**src/rtl/queue_pkg.sv**
```systemverilog
// queue_pkg: constants and types shared by the 8-entry byte queue and its reader.
//   DATA_WIDTH     width of a queue entry
//   LEN_WIDTH      width of the queue occupancy bus (0..QUEUE_DEPTH)
//   QUEUE_DEPTH    number of queue entries
//   reader_state_t reader FSM state encoding
package queue_pkg;

  localparam int unsigned DATA_WIDTH  = 8;
  localparam int unsigned LEN_WIDTH   = 4;
  localparam int unsigned QUEUE_DEPTH = 8;

  typedef enum logic [2:0] {
    IDLE = 3'd0,
    POP  = 3'd1,
    WAIT = 3'd2,
    HOLD = 3'd3,
    PACE = 3'd4
  } reader_state_t;

endpackage

```
**src/rtl/queue_reader.sv**
```systemverilog
// queue_reader: consumer side of the byte queue. Pops one entry at a time and presents
// it downstream on a valid/ready handshake. All outputs are registered.
//
// Ports:
//   clk_10khz      system clock, rising-edge active
//   reset          asynchronous active-low reset
//   queue_len_in   queue occupancy, sampled only in IDLE
//   queue_data_in  queue head; the popped byte appears here one cycle after the pop
//   dequeue_out    one-cycle pop request to the queue
//   data_out       byte presented downstream, stable while valid_out is high
//   valid_out      data_out holds a byte not yet accepted
//   ready_in       downstream accept, only honoured in HOLD
//   busy_out       high in every state except IDLE
//   count_out      number of bytes accepted downstream, wraps modulo 2^CNT_WIDTH
//
// Build option: define QUEUE_READER_PACE_EN to insert PACE_CYCLES idle clocks (PACE state)
// after each accepted byte. Without it there is no PACE state and no pace counter.
module queue_reader
  import queue_pkg::*;
#(
  parameter int unsigned DATA_WIDTH  = queue_pkg::DATA_WIDTH,
  parameter int unsigned LEN_WIDTH   = queue_pkg::LEN_WIDTH,
  parameter int unsigned CNT_WIDTH   = 16,
  parameter int unsigned PACE_CYCLES = 4
) (
  input  logic                  clk_10khz,
  input  logic                  reset,
  input  logic [LEN_WIDTH-1:0]  queue_len_in,
  input  logic [DATA_WIDTH-1:0] queue_data_in,
  output logic                  dequeue_out,
  output logic [DATA_WIDTH-1:0] data_out,
  output logic                  valid_out,
  input  logic                  ready_in,
  output logic                  busy_out,
  output logic [CNT_WIDTH-1:0]  count_out
);

  // Catch nonsensical pacing values at elaboration in every build.
  if (PACE_CYCLES > 32'h0000_FFFF) begin : g_pace_range
    $error("PACE_CYCLES out of range");
  end

  reader_state_t         state_q, state_d;
  logic [DATA_WIDTH-1:0] data_q, data_d;
  logic [CNT_WIDTH-1:0]  cnt_q, cnt_d;
  logic                  valid_q, valid_d;
  logic                  deq_q, deq_d;
  logic                  busy_q, busy_d;

`ifdef QUEUE_READER_PACE_EN
  localparam int unsigned PaceW = (PACE_CYCLES > 1) ? $clog2(PACE_CYCLES + 1) : 1;
  logic [PaceW-1:0] pace_q, pace_d;
`endif

  always_comb begin
    state_d = state_q;
    data_d  = data_q;
    cnt_d   = cnt_q;
    valid_d = valid_q;
    deq_d   = 1'b0;
`ifdef QUEUE_READER_PACE_EN
    pace_d  = pace_q;
`endif
    unique case (state_q)
      IDLE: begin
        if (queue_len_in != '0) begin
          state_d = POP;
          deq_d   = 1'b1;  // registered, so dequeue_out is high exactly while in POP
        end
      end
      POP: state_d = WAIT;
      WAIT: begin
        // The queue updated its head on the pop edge, so the byte is valid now.
        data_d  = queue_data_in;
        valid_d = 1'b1;
        state_d = HOLD;
      end
      HOLD: begin
        if (ready_in) begin
          valid_d = 1'b0;
          cnt_d   = cnt_q + 1'b1;
`ifdef QUEUE_READER_PACE_EN
          if (PACE_CYCLES != 0) begin
            state_d = PACE;
            pace_d  = '0;
          end else begin
            state_d = IDLE;
          end
`else
          state_d = IDLE;
`endif
        end
      end
`ifdef QUEUE_READER_PACE_EN
      PACE: begin
        pace_d = pace_q + 1'b1;
        if (pace_q == PaceW'(PACE_CYCLES - 1)) begin
          state_d = IDLE;
        end
      end
`endif
      default: state_d = IDLE;
    endcase
    busy_d = (state_d != IDLE);
  end

  always_ff @(posedge clk_10khz or negedge reset) begin
    if (!reset) begin
      state_q <= IDLE;
      data_q  <= '0;
      cnt_q   <= '0;
      valid_q <= 1'b0;
      deq_q   <= 1'b0;
      busy_q  <= 1'b0;
    end else begin
      state_q <= state_d;
      data_q  <= data_d;
      cnt_q   <= cnt_d;
      valid_q <= valid_d;
      deq_q   <= deq_d;
      busy_q  <= busy_d;
    end
  end

`ifdef QUEUE_READER_PACE_EN
  always_ff @(posedge clk_10khz or negedge reset) begin
    if (!reset) begin
      pace_q <= '0;
    end else begin
      pace_q <= pace_d;
    end
  end
`endif

  assign dequeue_out = deq_q;
  assign data_out    = data_q;
  assign valid_out   = valid_q;
  assign busy_out    = busy_q;
  assign count_out   = cnt_q;

endmodule

```
**config.mk**
```make
export PLATFORM = sky130hd
export DESIGN_NAME = queue_reader
export DESIGN_NICKNAME = d
export VERILOG_FILES = /design/src/rtl/queue_pkg.sv /design/src/rtl/queue_reader.sv
export SDC_FILE = /design/constraint.sdc
export NUM_CORES = 1
export LEC_CHECK = 0
export CORE_MARGIN = 4
export CORE_UTILIZATION = 44
export DETAILED_ROUTE_END_ITERATION = 10
export PLACE_DENSITY_LB_ADDON = 0.08
export SYNTH_ARGS = -nofsm -noshare
export SYNTH_HDL_FRONTEND = slang
export SYNTH_SLANG_ARGS = --single-unit
```
**constraint.sdc**
```tcl
create_clock -name clk_10khz -period 1.65 [get_ports clk_10khz]
set_input_delay 0.33 -clock clk_10khz [delete_from_list [all_inputs] [get_ports clk_10khz]]
set_output_delay 0.33 -clock clk_10khz [all_outputs]
set_load 0.05 [all_outputs]
```
==> Flow_metrics.wiki <==
{| class="wikitable"
! Metric !! Value
|-
| Remaining DRCs || 0
|-
| Placer's final routability congestion estimate || 0.794
|-
| First-pass GRT wire length || around 4.2 mm
|-
| Worst-Skew Late Latency || 0.32 ns
|-
| Number of slew-limit violations in the final report || 0
|-
| CP max-delay cell || sky130_fd_sc_hd__clkdlybuf4s50_1
|-
| Fraction of layout cells with a size suffix above 1 || 35.8%
|-
| Final Setup Violations || 0
|-
| Count of hold-fix buffers inserted at cts || 0
|-
| Biggest area contributors in the synthesized netlist || sky130_fd_sc_hd__dfrtp_1 60%, sky130_fd_sc_hd__xnor2_1 8.4%, sky130_fd_sc_hd__mux2_2 8.1%
|-
| PostCTS Resize Cnt || 0
|-
| Maximum net fanout on the critical path || 4
|-
| Clk sinks || 30
|-
| Setup repair after global routing missed its margin || false
|-
| Final design utilization || 65.7%
|-
| Crit-path cells || clkdlybuf4s50_1, and4b_1, and4_4, nand3_1, xnor2_1
|-
| Core area || 2730 um2
|-
| Fin. Hold Viols || 0
|-
| Result of the run || completed
|-
| Warnings from Yosys || 0
|-
| Starting density of the core || 45.7%
|-
| Worst hold path class || in2async
|-
| Post-synthesis cell area || 1250 um2
|-
| Dpl hpwl || 1.89 mm
|-
| Number of buffers added on ports || 41
|-
| Remaining antenna violation count after routing || 0
|-
| Arr. time, crit path || ~1.7 ns
|-
| DRC violation total after the first TritonRoute iteration || 43
|-
| Synth Register Bits || 30
|-
| Post-layout nets || 167
|-
| Wire length per cell after detailed routing || 13.9 um
|-
| Worst Setup Start Kind || input port
|-
| Maximum clock insertion buffer count || 2
|-
| Maximum number of pins on one net before global-route repair || 31
|-
| Total clock buffers created by CTS || 5
|-
| Synthesized netlist cell count || 97
|-
| Most used DFF post-synth || sky130_fd_sc_hd__dfrtp_1
|-
| Critical path data required time || 1.86 ns
|-
| Clock slew seen by the registers of the worst setup and hold paths || roughly 0.090 ns
|-
| Detail-routed via count per cell || 5.08
|-
| Boundary Pins || 42
|-
| Final period demand of the worst path || about 1.5 ns
|-
| Worst IR drop on VDD || between 800 and 900 uV
|-
| Vertical die dimension || 61.3 um
|-
| Total of fill cells in the finished design || about 210
|-
| TritonCTS clock tree || yes
|-
| Power per cell area || 1200 nW/um2
|-
| Capturing element type of the critical path || flip-flop
|-
| Length of the first detailed-routing pass in iterations || 4
|-
| Area added between synthesis and finish || 43.8%
|-
| Max-cap violations || 0
|-
| Initial antenna violation count || 0
|-
| Cell taking the most area after synthesis || sky130_fd_sc_hd__dfrtp_1
|-
| Worst Setup Slack, final || 0.190 ns
|-
| Fraction of registers with async set/reset || 100%
|-
| Worst setup path category || in2reg
|-
| Syn_nets || 113
|-
| Proportion of netlist area held by the largest area contributor || between 60% and 70%
|-
| Clk_skew || about 0.0067 ns
|-
| Count of cell types in the netlist || 28
|-
| H-tree depth || 2
|-
| EDFF count, synth || 0
|-
| Overall global routing resource usage || 15.6%
|-
| Antenna cell count || 0
|-
| Total grt overflow || 0
|-
| Crit-path max cell delay || 0.53 ns
|-
| Fmax || roughly 0.7 GHz
|-
| Sequential share of the synthesized area || 60.1%
|-
| Cell row count || 19
|-
| Setup Buffers After CTS || 0
|-
| Reported leakage power || 0.840 nW
|-
| Number of global-route vias before repair || 919
|-
| Pre-CTS WS || -0.129 ns
|-
| Chip width || 61.3 um
|-
| Die outline area || about 3800 um2
|-
| Master cell of the clock root buffer || sky130_fd_sc_hd__clkbuf_4
|-
| Post-detailed-routing wire length || 2.52 mm
|-
| Vias || 925
|-
| Avg Synthesized Cell Area || about 13 um2
|-
| Part of the cycle the worst path needs || 88.5%
|}
==> registers in the layout (all words and copies together), names as in the netlist <==
signal       cells
busy_out         1
count_out       16
valid_out        1
state_q          3
dequeue_out      1
data_out         8
==> cells by family after synthesis <==
family / after synthesis / share of synthesized area [%]
flip-flops: 30 / 60.1
AND/OR/NAND/NOR: 33 / 16.0
buffers and inverters: 4 / 1.90
adder cells (fa/ha/maj): 1 / 1.00
other: 1 / 0.300
multiplexers: 9 / 8.12
XOR/XNOR: 15 / 10.5
AO/OA/AOI/OAI: 4 / 2.00
==> layer usage <==
layer | track usage [%] | wire [um] | up-vias
li1 | - | - | 446
met1 | 18.8 | 1050 | 449
met2 | 24.0 | 1270 | 26
met3 | 7.34 | 171 | 4
met4 | 6.50 | 34 | 0
met5 | 0 | 0 | -
==> layout make-up <==
type	count	area [um2]	share of cell area, %
sequential	30	752	41.9
inverter	2	7.51	0.418
timing repair buffer	49	478	26.6
tap	31	38.8	2.16
clock buffer	7	45.0	2.51
multi-input combinational	63	474	26.4
==> power breakdown <==
group | total [mW] | internal (mW) | switching (mW)
Clock | 0.392 | 0.160 | 0.231
Sequential | 0.953 | 0.843 | 0.110
Combinational | 0.810 | 0.324 | 0.487
Total | 2.16 | 1.33 | 0.828
==> synth_stat cells (all sizes together) (2+ instances only) <==
cell type,count
and3,3
xnor2,12
xor2,3
nor4,2
mux2,9
nand3,6
nor2,4
nand2,5
nand4,4
nor3,2
dfrtp,30
a21oi,2
buf,2
and4,2
inv,2
==> critical path, delay by kind of cell <==
kind                   cells  cell delay [ns]
XOR/XNOR                   1             0.14
buffers and inverters      1             0.53
AND/OR/NAND/NOR            3             0.67
==> stage by stage <==
stage                     TNS (ns)  hold WS (ns)  total power [mW]  std cells  instance area (um2)
after global placement      -0.569         0.468              1.77        175                 1750
after CTS                        0         0.387              2.18        182                 1800
final                            0         0.386              2.16        182                 1800
after global routing             0         0.398              2.27        182                 1800
after detailed placement    -0.884         0.465              1.79        175                 1750
after floorplan                  0        0.0344              1.43         97                 1250
==> path summary, 6_finish.rpt <==
| kind | startpoint | endpoint | slack [ns] | cells after the start |
|---|---|---|---|---|
| max | ready_in | count_out[12] | 0.19 | 5 |
| min | reset | count_out[4] | 0.39 | 2 |
| max reg2reg | state_q[0] | count_out[12] | 0.23 | 4 |
| min reg2reg | count_out[15] | count_out[15] | 0.47 | 1 |
| max in group asynchronous | reset | count_out[2] | 0.98 | 2 |
| min in group clk_10khz | count_out[15] | count_out[15] | 0.47 | 1 |
==> placed cells by master (no fill, tap or decap) <==
cell type,netlist,layout
sky130_fd_sc_hd__a211oi_1,1,1
sky130_fd_sc_hd__dfrtp_1,30,29
sky130_fd_sc_hd__and4_4,1,1
sky130_fd_sc_hd__nand4b_1,1,1
sky130_fd_sc_hd__nand4_1,4,4
sky130_fd_sc_hd__and3_2,1,1
sky130_fd_sc_hd__nor3_2,1,1
sky130_fd_sc_hd__buf_12,0,6
sky130_fd_sc_hd__a21oi_1,2,2
sky130_fd_sc_hd__nand2_1,5,5
sky130_fd_sc_hd__and4_1,1,1
sky130_fd_sc_hd__clkdlybuf4s50_1,0,14
sky130_fd_sc_hd__nor3_1,1,1
sky130_fd_sc_hd__and4b_1,1,1
sky130_fd_sc_hd__nand3_1,6,6
sky130_fd_sc_hd__buf_4,0,29
sky130_fd_sc_hd__nor4_1,2,2
sky130_fd_sc_hd__dfrtp_2,0,1
sky130_fd_sc_hd__clkbuf_4,0,5
sky130_fd_sc_hd__conb_1,1,1
sky130_fd_sc_hd__xnor2_1,12,12
sky130_fd_sc_hd__clkbuf_1,0,2
sky130_fd_sc_hd__o31ai_1,1,1
sky130_fd_sc_hd__and2_1,1,1
sky130_fd_sc_hd__and3_1,2,2
sky130_fd_sc_hd__inv_1,2,2
sky130_fd_sc_hd__ha_1,1,1
sky130_fd_sc_hd__and4bb_2,1,1
sky130_fd_sc_hd__xor2_1,3,3
sky130_fd_sc_hd__mux2_2,9,9
sky130_fd_sc_hd__nand2b_1,1,1
sky130_fd_sc_hd__nor2_1,4,4
Power figures use the tool's default switching activity.
